===== src/rtl/sample2uart_pkg.sv =====
// sample2uart_pkg: FSM state encodings and baud-rate math shared by the UART-side blocks
package sample2uart_pkg;
    typedef enum logic [1:0] {IDLE, START, DATA, STOP} state_t;

    function automatic int calc_cpb(input int clk_hz, input int baud);
        return clk_hz / baud;
    endfunction
endpackage


===== src/rtl/uart_tx_byte.sv =====
// uart_tx_byte: one 8N1 byte on the TX line; a start request on the final stop cycle chains the next byte gap-free
module uart_tx_byte
    import sample2uart_pkg::*;
#(
    parameter int CPB = 868
) (
    input  logic       in_clk,
    input  logic       in_rst,
    input  logic [7:0] in_byte,
    input  logic       in_start,
    output logic       out_tx,
    output logic       out_busy,
    output logic       out_byte_done
);
    localparam int CW = (CPB > 1) ? $clog2(CPB) : 1;

    state_t        state, next_state;
    logic [CW-1:0] baud_cnt;
    logic [2:0]    bit_cnt;
    logic [7:0]    shreg;
    logic          bit_end, load, tx_next;

    assign bit_end = baud_cnt == CW'(CPB - 1);
    assign load    = in_start && (state == IDLE || (state == STOP && bit_end));

    always_ff @(posedge in_clk or posedge in_rst) begin
        if (in_rst) begin
            state    <= IDLE;
            baud_cnt <= '0;
            bit_cnt  <= '0;
            shreg    <= '0;
            out_tx   <= 1'b1;
        end else begin
            state    <= next_state;
            out_tx   <= tx_next;
            baud_cnt <= (bit_end || state == IDLE) ? '0 : baud_cnt + CW'(1);
            bit_cnt  <= (state == DATA && bit_end) ? bit_cnt + 3'd1 : bit_cnt;
            if (load)
                shreg <= in_byte;
            else if (state == DATA && bit_end)
                shreg <= shreg >> 1;
        end
    end

    always_comb begin
        next_state = load ? START :
                     (state == START && bit_end) ? DATA :
                     (state == DATA && bit_end && bit_cnt == 3'd7) ? STOP :
                     (state == STOP && bit_end) ? IDLE : state;
    end

    // shreg shifts on the same edge the next data bit goes out, so look one bit ahead there
    always_comb begin
        tx_next       = (next_state == DATA) ? ((state == DATA && bit_end) ? shreg[1] : shreg[0])
                                             : (next_state != START);
        out_busy      = state != IDLE;
        out_byte_done = state == STOP && bit_end;
    end
endmodule


===== src/rtl/sample2uart.sv =====
// sample2uart: sends each accepted 16-bit sample as two back-to-back 8N1 UART bytes
module sample2uart
    import sample2uart_pkg::*;
#(
    parameter int CLK_FREQ_HZ = 100_000_000,
    parameter int BAUD        = 115_200,
    parameter int MSB_FIRST   = 1
) (
    input  logic        in_clk,
    input  logic        in_rst,
    input  logic [15:0] in_sample,
    input  logic        in_sample_en,
    output logic        out_ready,
    output logic        out_tx,
    output logic        out_done
);
    localparam int CPB = calc_cpb(CLK_FREQ_HZ, BAUD);

    generate
        if (CPB < 2) begin : g_cpb_check
            $error("sample2uart: CLK_FREQ_HZ / BAUD must be at least 2");
        end
    endgenerate

    logic [15:0] sample_q;
    logic [7:0]  tx_byte;
    logic        byte_idx, busy, byte_done, accept, next_byte, start;

    // the first byte comes straight from in_sample so the start bit leaves on the accept edge
    always_comb begin
        accept    = out_ready && in_sample_en && !busy;
        next_byte = byte_done && !byte_idx;
        start     = accept || next_byte;
        tx_byte   = accept ? ((MSB_FIRST != 0) ? in_sample[15:8] : in_sample[7:0])
                           : ((MSB_FIRST != 0) ? sample_q[7:0] : sample_q[15:8]);
    end

    always_ff @(posedge in_clk or posedge in_rst) begin
        if (in_rst) begin
            sample_q  <= '0;
            byte_idx  <= 1'b0;
            out_ready <= 1'b1;
            out_done  <= 1'b0;
        end else begin
            if (accept)
                sample_q <= in_sample;
            byte_idx  <= accept ? 1'b0 : (next_byte ? 1'b1 : byte_idx);
            out_ready <= accept ? 1'b0 : ((byte_done && byte_idx) ? 1'b1 : out_ready);
            out_done  <= byte_done && byte_idx;
        end
    end

    uart_tx_byte #(.CPB(CPB)) u_tx (
        .in_clk       (in_clk),
        .in_rst       (in_rst),
        .in_byte      (tx_byte),
        .in_start     (start),
        .out_tx       (out_tx),
        .out_busy     (busy),
        .out_byte_done(byte_done)
    );
endmodule


===== config.mk =====
export PLATFORM = sky130hd
export DESIGN_NAME = sample2uart
export DESIGN_NICKNAME = d
export VERILOG_FILES = /design/src/rtl/sample2uart_pkg.sv /design/src/rtl/uart_tx_byte.sv /design/src/rtl/sample2uart.sv
export SDC_FILE = /design/constraint.sdc
export NUM_CORES = 1
export LEC_CHECK = 0
export ABC_AREA = 1
export BUFFER_PORTS_ARGS = -buffer_cell sky130_fd_sc_hd__buf_2
export CAP_MARGIN = 20
export CORE_UTILIZATION = 50
export CTS_CLUSTER_SIZE = 16
export DETAILED_ROUTE_END_ITERATION = 8
export HOLD_SLACK_MARGIN = 0.06
export PLACE_DENSITY = 0.74
export SLEW_MARGIN = 20
export SYNTH_ARGS = -nofsm -noshare
export SYNTH_HDL_FRONTEND = slang
export SYNTH_HIERARCHICAL = 1
export SYNTH_SLANG_ARGS = --single-unit

===== constraint.sdc =====
create_clock -name in_clk -period 2.7 [get_ports in_clk]
set_input_delay 0.135 -clock in_clk [delete_from_list [all_inputs] [get_ports in_clk]]
set_output_delay 0.135 -clock in_clk [all_outputs]
set_load 0.02 [all_outputs]

==> Word-level counts from Yosys, hierarchy flattened <==
Index checks and enable logic that the tools add are counted.
{ "word_totals": {"register_bits": 35, "inputBits": 19, "wordCells": 51} }
{ "op_classes": {"addsub": 2, "eq_ne": 7, "mux": 14, "reduce_logical": 19} }
{ "ops": {"columns": ["cell", "n"], "rows": [
  ["two-way mux 8 bit", 3],
  ["adder 10 x 1 -> 10 bit, second input constant", 1],
  ["equality test 10 bit, second input constant", 1],
  ["two-way mux 10 bit", 1],
  ["logical AND 1 bit", 9],
  ["two-way mux 2 bit", 4],
  ["nonzero test 2 bit", 4],
  ["equality test 2 bit, second input constant", 3],
  ["two-way mux 1 bit", 6],
  ["adder 3 x 1 -> 3 bit, second input constant", 1],
  ["equality test 3 bit, second input constant", 1],
  ["logical OR 1 bit", 3],
  ["equality test 2 x 1 -> 1 bit, second input constant", 1],
  ["logical NOT 1 bit", 2],
  ["logical NOT 2 bit", 1],
  ["inequality test 2 x 1 -> 1 bit, second input constant", 1]
]} }

==> Longest topological paths before layout <==
Gate-level depths: netlist (run 1).
{ "depth": {"ltp_word": 8, "depth_mapped": 15, "ltp_nobuf": 15} }

==> Cells and area by module <==
The synthesis (run 1) kept the hierarchy.
{ "modules_own_cells": {"columns": ["module", "n_inst", "cells_each", "area_each_um2", "seq_area_each_um2"], "rows": [
  ["uart_tx_byte", 1, 145, 1241.2, 601.8],
  ["sample2uart", 1, 70, 586.8, 276.5]
]} }

==> Worst setup path after synthesis (run 1) <==
OpenSTA, ideal clock, no wires.
{ "synth_timing": {"path_type": "flip-flop to flip-flop", "startpoint": "reg u_tx.baud_cnt[0]", "endpoint": "reg u_tx.shreg[1]", "setup_ns": 0.124, "arrival_ns": 1.728, "required_time_ns": 2.576, "setup_slack_ns": 0.848, "path_stages_with_launch": 14, "path_buffers": 0, "path_cell_list": "dfrtp_1 -> ha_1 -> nand2_1 -> nor2_1 -> nand2_2 -> nor2_1 -> inv_1 -> o21ai_0 -> a21boi_1 -> nand2_4 -> clkinv_4 -> nor2_4 -> nand2_1 -> nand3_1"} }
{ "synth_via": {"elab_chain_len": 6} }
{ "synth_rtl": {"columns": ["element", "line_no", "rtl"], "rows": [
  ["from (decl)", "uart_tx_byte.sv:18", "logic [CW-1:0] baud_cnt;"],
  ["from (signal assigned)", "uart_tx_byte.sv:36", "baud_cnt <= (bit_end || state == IDLE) ? '0 : baud_cnt + CW'(1);"],
  ["equality test 10 bit (*)", "uart_tx_byte.sv:23", "assign bit_end = baud_cnt == CW'(CPB - 1);"],
  ["logical AND 1 bit (*)", "uart_tx_byte.sv:57", "out_byte_done = state == STOP && bit_end;"],
  ["named net byte_done", "sample2uart.sv:27", "logic byte_idx, busy, byte_done, accept, next_byte, start;"],
  ["logical AND 1 bit (*)", "sample2uart.sv:32", "next_byte = byte_done && !byte_idx;"],
  ["logical OR 1 bit (*)", "sample2uart.sv:33", "start = accept || next_byte;"],
  ["named net start", "sample2uart.sv:27", null],
  ["logical AND 1 bit (*)", "uart_tx_byte.sv:24", "assign load = in_start && (state == IDLE || (state == STOP && bit_end));"],
  ["two-way mux 8 bit / nonzero test 2 bit (equally long branches)", null, null],
  ["to (signal assigned)", "uart_tx_byte.sv:39", "shreg <= in_byte;"],
  ["to (signal assigned)", "uart_tx_byte.sv:41", "shreg <= shreg >> 1;"],
  ["to (decl)", "uart_tx_byte.sv:20", "logic [7:0] shreg;"]
]} }
The timed path passes the listed nets; every way through them passes the cells marked *.
A chain may end at the register's enable or synchronous reset.

==> Worst setup path after layout (run 1) <==
{ "layout_timing": {"startpoint": "reg u_tx.baud_cnt[0]", "endpoint": "reg u_tx.shreg[3]"} }
The elaborated chain is that of the path after synthesis.

==> run_results.csv, run 1 <==
group,metric,value,unit
power,p_leak,1.09,nW
drt,ant_nets,0,
cts,cts_root_buf,"clkbuf_4",
placed_design,globalplace.congestion,0.833,
worst_setup_path,worstSetupPathType,"reg2reg",
logic_synthesis,ys_warn_count,6,
drt,dr.first_iter.drc_count,56,
sta,final.period_utilization,75.6,%
sta,drv_slew,0,
sta,slew_headroom,40.3,%
floorplanning,rows,21,
power,peakVddDrop,279,uV
logic_synthesis,synth_seq_cells,35,
global_routing,grt_pass1_wl,6040,microns
worst_setup_path,worst-r2r-setup-slack,660,ps
worst_hold_path,min_path_type,"in2reg",
global_routing,grt_max_degree,25,
logic_synthesis,synth_edf_count,0,
layout,nNetsFinal,268,
logic_synthesis,avgSynthCellArea,8.50,sq um
cts,htree_levels,2,
worst_setup_path,cp-end-kind,"flip-flop",
logic_synthesis,syn_nets,237,
logic_synthesis,synthArstFlopShare,100,%
global_routing,antenna_found_initial,0,
layout,syn_to_final_growth,14.4,%
worst_setup_path,crit_arrival,2260,ps
worst_setup_path,cp-start-kind,"flip-flop",
flow_run,maxCapViolCount,0,
drt,wl,3400,microns
sta,tightest_slew,895,ps
drt,drt_pass1_iterations,4,
layout,num_antenna_cells,0,
sta,setup_viol,0,
sta,clock.fmax,490,MHz
drt,wl_per_cell,11.6,microns
floorplanning,fp.dieW,62.5,microns
global_routing,grtUsageTotal,19.9,%
global_routing,grt_pass1_vias,1416,
sta,hold_viol,0,
logic_synthesis,synth_ff_type,"dfrtp_1",
sta,finalClockSkew,9.27,ps
sta,period_minus_slack,2040,ps
drt,post-route-drc-count,0,
outcome,status,"finished, final reports clean",
cts,path_clk_slew,100,ps
worst_setup_path,path_max_fanout,10,
cts,insertion_delay,330,ps
cts,ctsLongestPathBuffers,2,
power,total_power,0.000841,W
global_routing,overflow,0,
logic_synthesis,synth-seq-area-share,48.0,%
logic_synthesis,synth_cell_types,34,
floorplanning,core,0.00342,sq mm
placed_design,port_buffers,21,
drt,vias_per_cell,5.01,
floorplanning,die_h,62.5,microns
cts,cts-buffers-inserted,5,
floorplanning,initial_core_util,53.5,%
sta,rsz0062_at_grt,"false",
sta,setup_tns,0,ps
power,p_per_area,402,mW/mm^2
worst_setup_path,cp_data_required_time,2920,ps
cts,clkSinkCount,35,
layout,drive_gt1_share,23.2,%
placed_design,dp_hpwl,2460,microns
cts,cts_setup_buffers,0,
drt,num_vias,1462,
floorplanning,fp.dieArea,0.00390,sq mm
floorplanning,io_pins,22,
cts,tritoncts,"built",
logic_synthesis,syn_area,0.00183,sq mm
logic_synthesis,synth_cells,215,
==> where the power goes <==
group          leakage (nW)  switching [W]   total, W  internal [W]
combinational         0.639      0.0000190  0.0000368     0.0000178
sequential            0.420              0   0.000524      0.000524
clock                0.0341       0.000160   0.000281      0.000121
==> critical path, stage by stage (launching register included) <==
cell      delay, ps
dfrtp_1         380
ha_1            230
nand2_1          70
nor2_1          140
nand2_2         110
nor2_1          170
inv_1            50
o21ai_0         130
a21boi_1        280
nand2_4         100
clkinv_4         90
nor2_4           50
nand2_1          60
nand3_1          60
==> cell usage in the layout (no fill, tap or decap), types with 2 or more instances in the layout <==
| cell type | netlist | routed |
|---|---|---|
| a21oi_1 | 5 | 5 |
| buf_2 | 1 | 21 |
| clkbuf_4 | 0 | 5 |
| dfrtp_1 | 33 | 33 |
| dfstp_2 | 2 | 2 |
| dlygate4sd3_1 | 0 | 9 |
| ha_1 | 3 | 3 |
| inv_1 | 15 | 15 |
| inv_2 | 4 | 4 |
| mux2_2 | 2 | 2 |
| nand2_1 | 64 | 64 |
| nand2_2 | 6 | 6 |
| nand2_4 | 2 | 2 |
| nand3_1 | 11 | 11 |
| nand4_1 | 18 | 18 |
| nor2_1 | 16 | 16 |
| nor2_2 | 2 | 2 |
| nor2_4 | 3 | 3 |
| nor3_1 | 5 | 5 |
| o21ai_0 | 4 | 4 |
==> layer usage <==
layer / track usage [%] / vias to the layer above / part of all wire (%)
met3: 3.83 / 7 / 2.8
li1: - / 762 / -
met5: 0 / - / 0
met1: 27.1 / 668 / 52
met4: 7.85 / 0 / 1.4
met2: 31.3 / 25 / 44
==> flip-flops by register name (all words and copies together), names as in the netlist <==
signal,count
u_tx/out_tx,1
u_tx/shreg,8
out_ready,1
byte_idx,1
u_tx/baud_cnt,10
sample_q,8
out_done,1
u_tx/state,2
u_tx/bit_cnt,3
==> cells by family (layout without fill, tap and decap cells) <==
group | count (synthesis) | after routing | share of synthesized area, %
adder cells (fa/ha/maj) | 3 | 3 | 2.05
XOR/XNOR | 2 | 2 | 0.958
AO/OA/AOI/OAI | 13 | 13 | 4.24
buffers and inverters | 27 | 58 | 7.25
multiplexers | 2 | 2 | 1.23
flip-flops | 35 | 35 | 48.0
AND/OR/NAND/NOR | 133 | 133 | 36.2
==> Yosys cell counts, types with 2 or more instances <==
cell / instances / area [sq um]
inv_2: 4 / 15.0
a21oi_1: 5 / 25.0
mux2_2: 2 / 22.5
nand2_2: 6 / 37.5
nor2_2: 2 / 12.5
nor2_1: 16 / 60.1
nand4_1: 18 / 113
buf_4: 4 / 30.0
o21ai_0: 4 / 20.0
nand3_1: 11 / 55.1
dfstp_2: 2 / 52.6
nor3_1: 5 / 25.0
nand2_4: 2 / 22.5
inv_1: 15 / 56.3
nor2_4: 3 / 33.8
nand2_1: 64 / 240
ha_1: 3 / 37.5
dfrtp_1: 33 / 826
==> through the flow <==
step / hold slack (ps) / setup slack (ps) / std cells / utilization, % / area, sq um
final: 192 / 660 / 292 / 61.2 / 2090
after detailed placement: 154 / 668 / 276 / 56.9 / 1940
after CTS: 174 / 664 / 292 / 61.2 / 2090
after floorplan: -13.3 / 848 / 215 / - / 1830
after global placement: 157 / 754 / 276 / 56.9 / 1940
after global routing: 177 / 411 / 292 / 61.2 / 2090
==> area by class of cell <==
cell class | instances | area, sq um
Inverter | 21 | 86.3
Tap cell | 46 | 57.6
Timing Repair Buffer | 30 | 195
Clock inverter | 1 | 5.00
Multi-Input combinational cell | 153 | 817
Sequential cell | 35 | 878
Clock buffer | 6 | 51.3
Fill cell | 302 | 1330
==> worst paths after layout <==
check,startpoint,endpoint,cells after the start
max in group asynchronous,in_rst,u_tx/bit_cnt[2]$_DFFE_PP0P_,3
setup / recovery,u_tx/baud_cnt[0]$_DFF_PP0_,u_tx/shreg[3]$_DFFE_PP0P_,13
setup reg to reg,u_tx/baud_cnt[0]$_DFF_PP0_,u_tx/shreg[3]$_DFFE_PP0P_,13
hold reg to reg,u_tx/baud_cnt[0]$_DFF_PP0_,u_tx/baud_cnt[0]$_DFF_PP0_,1
min in group asynchronous,in_rst,sample_q[0]$_DFFE_PP0P_,3
hold / removal,in_sample[15],u_tx/shreg[7]$_DFFE_PP0P_,5
==> repair_timing <==
item / in CTS / in global routing
hold endpoints to repair: 41 / 0
resized for setup: 0 / 0
hold buffers: 9 / 0
Power figures use the tool's default switching activity.
==> run 2: changes to the inputs <==
PLACE_DENSITY = 0.77   (was 0.74)
clock period = 1.8 ns   (was 2.7 ns; I/O delays follow)
==> run 2 against run 1 <==
First-iteration DRC count up 25%; cell count is 5.8% higher; cell area is 8.6% higher; core utilization is 5.2 points higher; largest cell class unchanged; via count grew 6.2%; count of clock-buffer cells in the layout grew 1; non-clock buffer count up 15; critical endpoint is now u_tx/shreg[2]$_DFFE_PP0P_; hold slack worse by 61 ps; critical path depth unchanged.
==> run_results.csv, run 2 (synthesis results as in run 1) <==
group,metric,value,unit
layout,largestRegisters,"u_tx/baud_cnt (10), sample_q (8), u_tx/shreg (8)",
cts,cts_root_buf,"clkbuf_4",
layout,final_common_cell,"nand2_1",
floorplanning,initial_core_util,53.5,%
floorplanning,rows,21,
sta,clock.fmax,559,MHz
floorplanning,die_h,62.5,microns
cts,insertion_delay,330,ps
placed_design,post-place-ws,2.16,ps
drt,dr.first_iter.drc_count,70,
cts,ctsLongestPathBuffers,2,
worst_setup_path,worstSetupPathType,"reg2reg",
layout,largest_register_ffs,10,
worst_setup_path,critPathMaxStageDelay,390,ps
layout,multiInputGateArea,856,sq um
layout,stdcell_count,309,
global_routing,grt_max_degree,23,
layout,seqCellArea,878,sq um
cts,clkSinkCount,35,
cts,path_clk_slew,100,ps
sta,timing.final.ws_setup,12.7,ps
worst_setup_path,cp_slowest_cell,"dfrtp_1",
placed_design,port_buffers,21,
worst_hold_path,min_path_type,"in2reg",
worst_setup_path,cp-end-kind,"flip-flop",
worst_setup_path,cp_data_required_time,2020,ps
worst_setup_path,crit_arrival,2010,ps
sta,final.period_utilization,99.3,%
layout,fill_cells,278,
floorplanning,core,0.00342,sq mm
floorplanning,fp.dieW,62.5,microns
outcome,status,"finished, final reports clean",
global_routing,overflow,0,
layout,syn_to_final_growth,24.2,%
layout,num_antenna_cells,0,
power,p_leak,1.18,nW
sta,hold_viol,0,
layout,nNetsFinal,284,
power,peakVddDrop,514,uV
global_routing,grt_pass1_vias,1530,
cts,tritoncts,"built",
sta,rsz0062_at_grt,"true",
worst_setup_path,cpLargestDelayFamily,"simple AND/OR/NAND/NOR gates",
sta,setup_viol,0,
layout,most-common-layout-cells,"nand2_1 (61), dfrtp_1 (33), buf_2 (21)",
sta,slew_headroom,71.1,%
layout,regMostFlops,"u_tx/baud_cnt",
sta,period_minus_slack,1790,ps
drt,post-route-drc-count,0,
worst_setup_path,cp.buffers_inverters,2,
global_routing,grt_pass1_wl,6710,microns
sta,tightest_slew,433,ps
sta,drv_slew,0,
drt,num_vias,1552,
global_routing,antenna_found_initial,0,
cts,cts-buffers-inserted,5,
sta,finalClockSkew,7.35,ps
power,p_per_area,610,mW/mm^2
floorplanning,io_pins,22,
placed_design,dp_hpwl,2520,microns
worst_setup_path,path_max_fanout,7,
drt,vias_per_cell,5.02,
cts,htree_levels,2,
worst_setup_path,crit_path_cell_trace,"ha_2 > nand2_2 > nor2_4 > nand2_2 > nor2_2 > inv_1 > o21ai_1 > a21boi_2 > nand2_4 > inv_8 > nor2_4 > nand2_1 > nand3_1",
worst_setup_path,cp-start-kind,"flip-flop",
drt,drt_pass1_iterations,4,
drt,wl_per_cell,11.7,microns
global_routing,grtUsageTotal,21.7,%
layout,drive_gt1_share,31.2,%
drt,ant_nets,0,
drt,wl,3630,microns
placed_design,globalplace.congestion,0.832,
placed_design,place_inst,291,
flow_run,maxCapViolCount,0,
floorplanning,fp.dieArea,0.00390,sq mm
[run 2: cell types whose count changed in the layout (fill, tap and decap cells not counted), moves of 2 or more]
cell | previous run | this run
nand3_1 | 11 | 8
nand3_2 | 1 | 4
buf_4 | 0 | 15
clkbuf_1 | 0 | 2
nand2_1 | 64 | 61
nand2_2 | 6 | 9
nor2_1 | 16 | 14
[run 2: layer usage]
metal	routed length (microns)	vias to the layer above	global-route usage (%)
li1	-	803	-
met4	44	0	6.69
met2	1620	30	32.6
met1	1820	713	31.1
met5	0	-	0
met3	137	6	5.11
[run 2: what timing repair did]
item,in CTS,in global routing
buffers inserted,0,0
gates cloned,0,1
endpoints found under the hold margin,41,0
hold buffers,9,0
setup endpoints to repair,6,9
pin swaps,0,6
resized for setup,1,11
[run 2: worst reg2reg max path, delay by kind of cell, from the launching register on]
| family | cells | cell delay (ps) |
|---|---|---|
| AOI/OAI and AO/OA | 2 | 300 |
| adders and majority gates | 1 | 200 |
| buffers and inverters | 2 | 130 |
| DFF | 1 | 390 |
| and+or+nand+nor | 8 | 660 |
[run 2: worst paths after layout]
check                                      startpoint                          to  slack (ps)  cells after the start
setup / recovery           u_tx/baud_cnt[0]$_DFF_PP0_   u_tx/shreg[2]$_DFFE_PP0P_          10                     13
hold / removal                          in_sample[15]   u_tx/shreg[7]$_DFFE_PP0P_         130                      5
setup reg to reg           u_tx/baud_cnt[0]$_DFF_PP0_   u_tx/shreg[2]$_DFFE_PP0P_          10                     13
hold reg to reg               sample_q[6]$_DFFE_PP0P_     sample_q[6]$_DFFE_PP0P_         480                      2
max in group asynchronous                      in_rst       u_tx/out_tx$_DFF_PP1_        1100                      4
min in group asynchronous                      in_rst  u_tx/baud_cnt[8]$_DFF_PP0_         170                      3
[run 2: cell type report]
cell class | instances | area share, %
flip-flops and latches | 35 | 38.7
multi-input cells | 153 | 37.7
repair buffers | 45 | 13.6
inverters | 21 | 3.91
well taps | 46 | 2.54
clock buffers | 7 | 1.98
clock inverters | 1 | 1.32
repair inverters | 1 | 0.276
[run 2: stage by stage]
step                TNS (ps)  total power [W]  cell area, sq um  hold slack [ps]  utilization (%)
finish                     0          0.00138              2270              130             66.4
global placement           0         0.000846              2060            -40.0             60.3
detailed placement         0         0.000847              2060            -39.6             60.3
CTS                        0          0.00140              2230              116             65.2
global route            -998          0.00145              2270              123             66.4
floorplan                  0         0.000821              1830            -58.3                -
[run 2: where the power goes]
part / total, W / internal, W / switching, W
combinational: 0.0000603 / 0.0000297 / 0.0000306
clock: 0.000539 / 0.000295 / 0.000244
sequential: 0.000786 / 0.000786 / 0
==> run 3: changes to the inputs <==
GPL_TIMING_DRIVEN = 0   (was default)
==> run 3 against run 2 <==
The flow now finishes with violations (negative setup slack); core utilization rose by 3.1 points; fmax fell by 1.9%; via count rose by 6.5%; clock skew rose by 10 ps; register-to-register slack got worse by 30 ps; cell area rose by 4.6%; highest routed layer unchanged.
==> run_results.csv, run 3 (synthesis results as in run 1) <==
group,metric,value,unit
worst_setup_path,worst-r2r-setup-slack,-20,ps
floorplanning,die_h,62.5,microns
layout,final_common_cell,"nand2_1",
drt,post-route-drc-count,0,
cts,path_clk_slew,110,ps
global_routing,grt_max_degree,25,
sta,finalClockSkew,17.4,ps
sta,setup_tns,-63.6,ps
global_routing,grt_pass1_wl,6880,microns
cts,cts-buffers-inserted,5,
layout,finish.utilization,69.5,%
drt,drt_pass1_iterations,4,
outcome,status,"finished with violations",
worst_setup_path,cp_slowest_cell,"dfrtp_1",
sta,clock.fmax,549,MHz
sta,period_minus_slack,1820,ps
global_routing,antenna_found_initial,0,
layout,fill_cells,269,
sta,timing.final.ws_setup,-21.6,ps
worst_setup_path,reg2reg_from,"u_tx/baud_cnt[0]$_DFF_PP0_",
flow_run,maxCapViolCount,0,
cts,tritoncts,"built",
layout,largestRegisters,"u_tx/baud_cnt (10), sample_q (8), u_tx/shreg (8)",
sta,drv_slew,0,
floorplanning,rows,21,
global_routing,grt_pass1_vias,1532,
cts,insertion_delay,340,ps
layout,num_antenna_cells,0,
drt,wl,4250,microns
sta,tightest_slew,890,ps
cts,cts_root_buf,"clkbuf_4",
sta,final.period_utilization,101,%
worst_setup_path,r2r-end,"u_tx/shreg[2]$_DFFE_PP0P_",
sta,setup_viol,6,
worst_setup_path,crit_top_cell,"nor2_4",
layout,regMostFlops,"u_tx/baud_cnt",
outcome,violations,"negative setup slack",
layout,nNetsFinal,292,
worst_setup_path,rr_worst_depth,13,
floorplanning,fp.dieW,62.5,microns
layout,drive_gt1_share,31.4,%
floorplanning,core,0.00342,sq mm
drt,dr.first_iter.drc_count,94,
worst_setup_path,cp_data_required_time,2040,ps
worst_setup_path,crit_arrival,2060,ps
worst_hold_path,holdPathEnd,"sample_q[2]$_DFFE_PP0P_",
worst_setup_path,worstSetupPathType,"reg2reg",
worst_hold_path,min_path_type,"in2reg",
worst_setup_path,crit_path_cell_trace,"ha_4 > nand2_4 > nor2_4 > nand2_2 > nor2_4 > inv_2 > o21ai_1 > a21boi_2 > nand2_4 > inv_8 > nor2_4 > nand2_1 > nand3_1",
sta,rsz0062_at_grt,"true",
drt,wl_per_cell,13.4,microns
worst_setup_path,critPathMaxStageDelay,400,ps
worst_hold_path,hp-start,"in_sample_en",
drt,ant_nets,0,
global_routing,grtUsageTotal,22.5,%
worst_setup_path,cp-start-kind,"flip-flop",
cts,clkSinkCount,35,
placed_design,port_buffers,20,
drt,num_vias,1653,
worst_setup_path,cp-end-kind,"flip-flop",
layout,largest_register_ffs,10,
worst_hold_path,whs_path_depth,3,
cts,ctsLongestPathBuffers,2,
global_routing,overflow,0,
power,p_leak,1.22,nW
layout,most-common-layout-cells,"nand2_1 (62), dfrtp_1 (32), buf_2 (20)",
sta,slew_headroom,40.6,%
floorplanning,initial_core_util,53.5,%
placed_design,globalplace.congestion,0.813,
floorplanning,fp.dieArea,0.00390,sq mm
placed_design,dp_hpwl,2370,microns
floorplanning,io_pins,22,
power,peakVddDrop,455,uV
layout,syn_to_final_growth,29.9,%
worst_setup_path,path_max_fanout,7,
sta,hold_viol,0,
power,p_per_area,587,mW/mm^2
cts,htree_levels,2,
drt,vias_per_cell,5.21,
[run 3: changes by cell type in the layout (fill, tap and decap cells not counted), moves of 3 or more]
cell           before  now
dlygate4sd3_1       9   14
nand2_2             9    6
nand3_1             8   11
nand3_2             4    1
[run 3: power by group]
| part | total, W | internal, W | switching, W |
|---|---|---|---|
| logic | 0.0000601 | 0.0000289 | 0.0000312 |
| registers | 0.000786 | 0.000786 | 0 |
| clock network | 0.000548 | 0.000295 | 0.000253 |
[run 3: how the worst max path moves through the flow]
| stage | endpoint | slack, ps | from |
|---|---|---|---|
| 2_1_floorplan | u_tx/shreg[1]$_DFFE_PP0P_ | 10 | u_tx/baud_cnt[0]$_DFF_PP0_ |
| 3_5_place_dp | u_tx/shreg[4]$_DFFE_PP0P_ | -200 | u_tx/baud_cnt[0]$_DFF_PP0_ |
| 3_3_place_gp | u_tx/shreg[2]$_DFFE_PP0P_ | -170 | u_tx/baud_cnt[0]$_DFF_PP0_ |
| 4_1_cts | u_tx/shreg[5]$_DFFE_PP0P_ | 20 | u_tx/baud_cnt[1]$_DFF_PP0_ |
| 6_report | u_tx/shreg[2]$_DFFE_PP0P_ | -20 | u_tx/baud_cnt[0]$_DFF_PP0_ |
| 5_1_grt | u_tx/shreg[2]$_DFFE_PP0P_ | -150 | u_tx/baud_cnt[6]$_DFF_PP0_ |
[run 3: timing repair]
item,CTS,global route
setup endpoints to repair,9,14
pin swaps,2,16
gates cloned,0,1
hold buffers,14,0
endpoints found under the hold margin,42,0
resized for setup,7,12
buffers inserted,5,8
[run 3: worst max-delay path: cells and delay by family (launching register included)]
family | cells | cell delay, ps
AO/OA/AOI/OAI | 2 | 300
flip-flops | 1 | 400
AND/OR/NAND/NOR | 8 | 690
adder cells (fa/ha/maj) | 1 | 190
buffers and inverters | 2 | 120
[run 3: final cells by class]
| cell class | instances | area [sq um] | area share (%) |
|---|---|---|---|
| clock inverters | 1 | 30.0 | 1.26 |
| repair inverters | 1 | 6.26 | 0.263 |
| flip-flops and latches | 35 | 880 | 37.0 |
| plain buffers | 6 | 48.8 | 2.05 |
| repair buffers | 47 | 350 | 14.8 |
| inverters | 21 | 91.3 | 3.85 |
| clock buffers | 7 | 45.0 | 1.90 |
| multi-input cells | 153 | 866 | 36.5 |
| well taps | 46 | 57.6 | 2.42 |
[run 3: per-stage QoR]
stage / worst slack [ps] / hold WS (ps) / instance area, sq um / total power [W] / cells
6_report: -21.6 / 77.4 / 2370 / 0.00139 / 317
5_1_grt: -154 / 73.4 / 2370 / 0.00145 / 317
4_1_cts: 18.4 / 65.9 / 2270 / 0.00141 / 308
3_5_place_dp: -199 / 120 / 1990 / 0.000845 / 281
3_3_place_gp: -167 / 118 / 1990 / 0.000845 / 281
2_1_floorplan: 12.4 / -58.3 / 1830 / 0.000821 / 215
[run 3: per-layer routing]
| layer | vias to the layer above | wire length, microns | GRT usage [%] | share of wire, % |
|---|---|---|---|---|
| met5 | - | 0 | 0 | 0 |
| met4 | 0 | 70 | 8.72 | 1.6 |
| met3 | 7 | 194 | 4.01 | 4.6 |
| met2 | 50 | 2170 | 37.4 | 51 |
| met1 | 784 | 1810 | 29.3 | 43 |
| li1 | 812 | - | - | - |
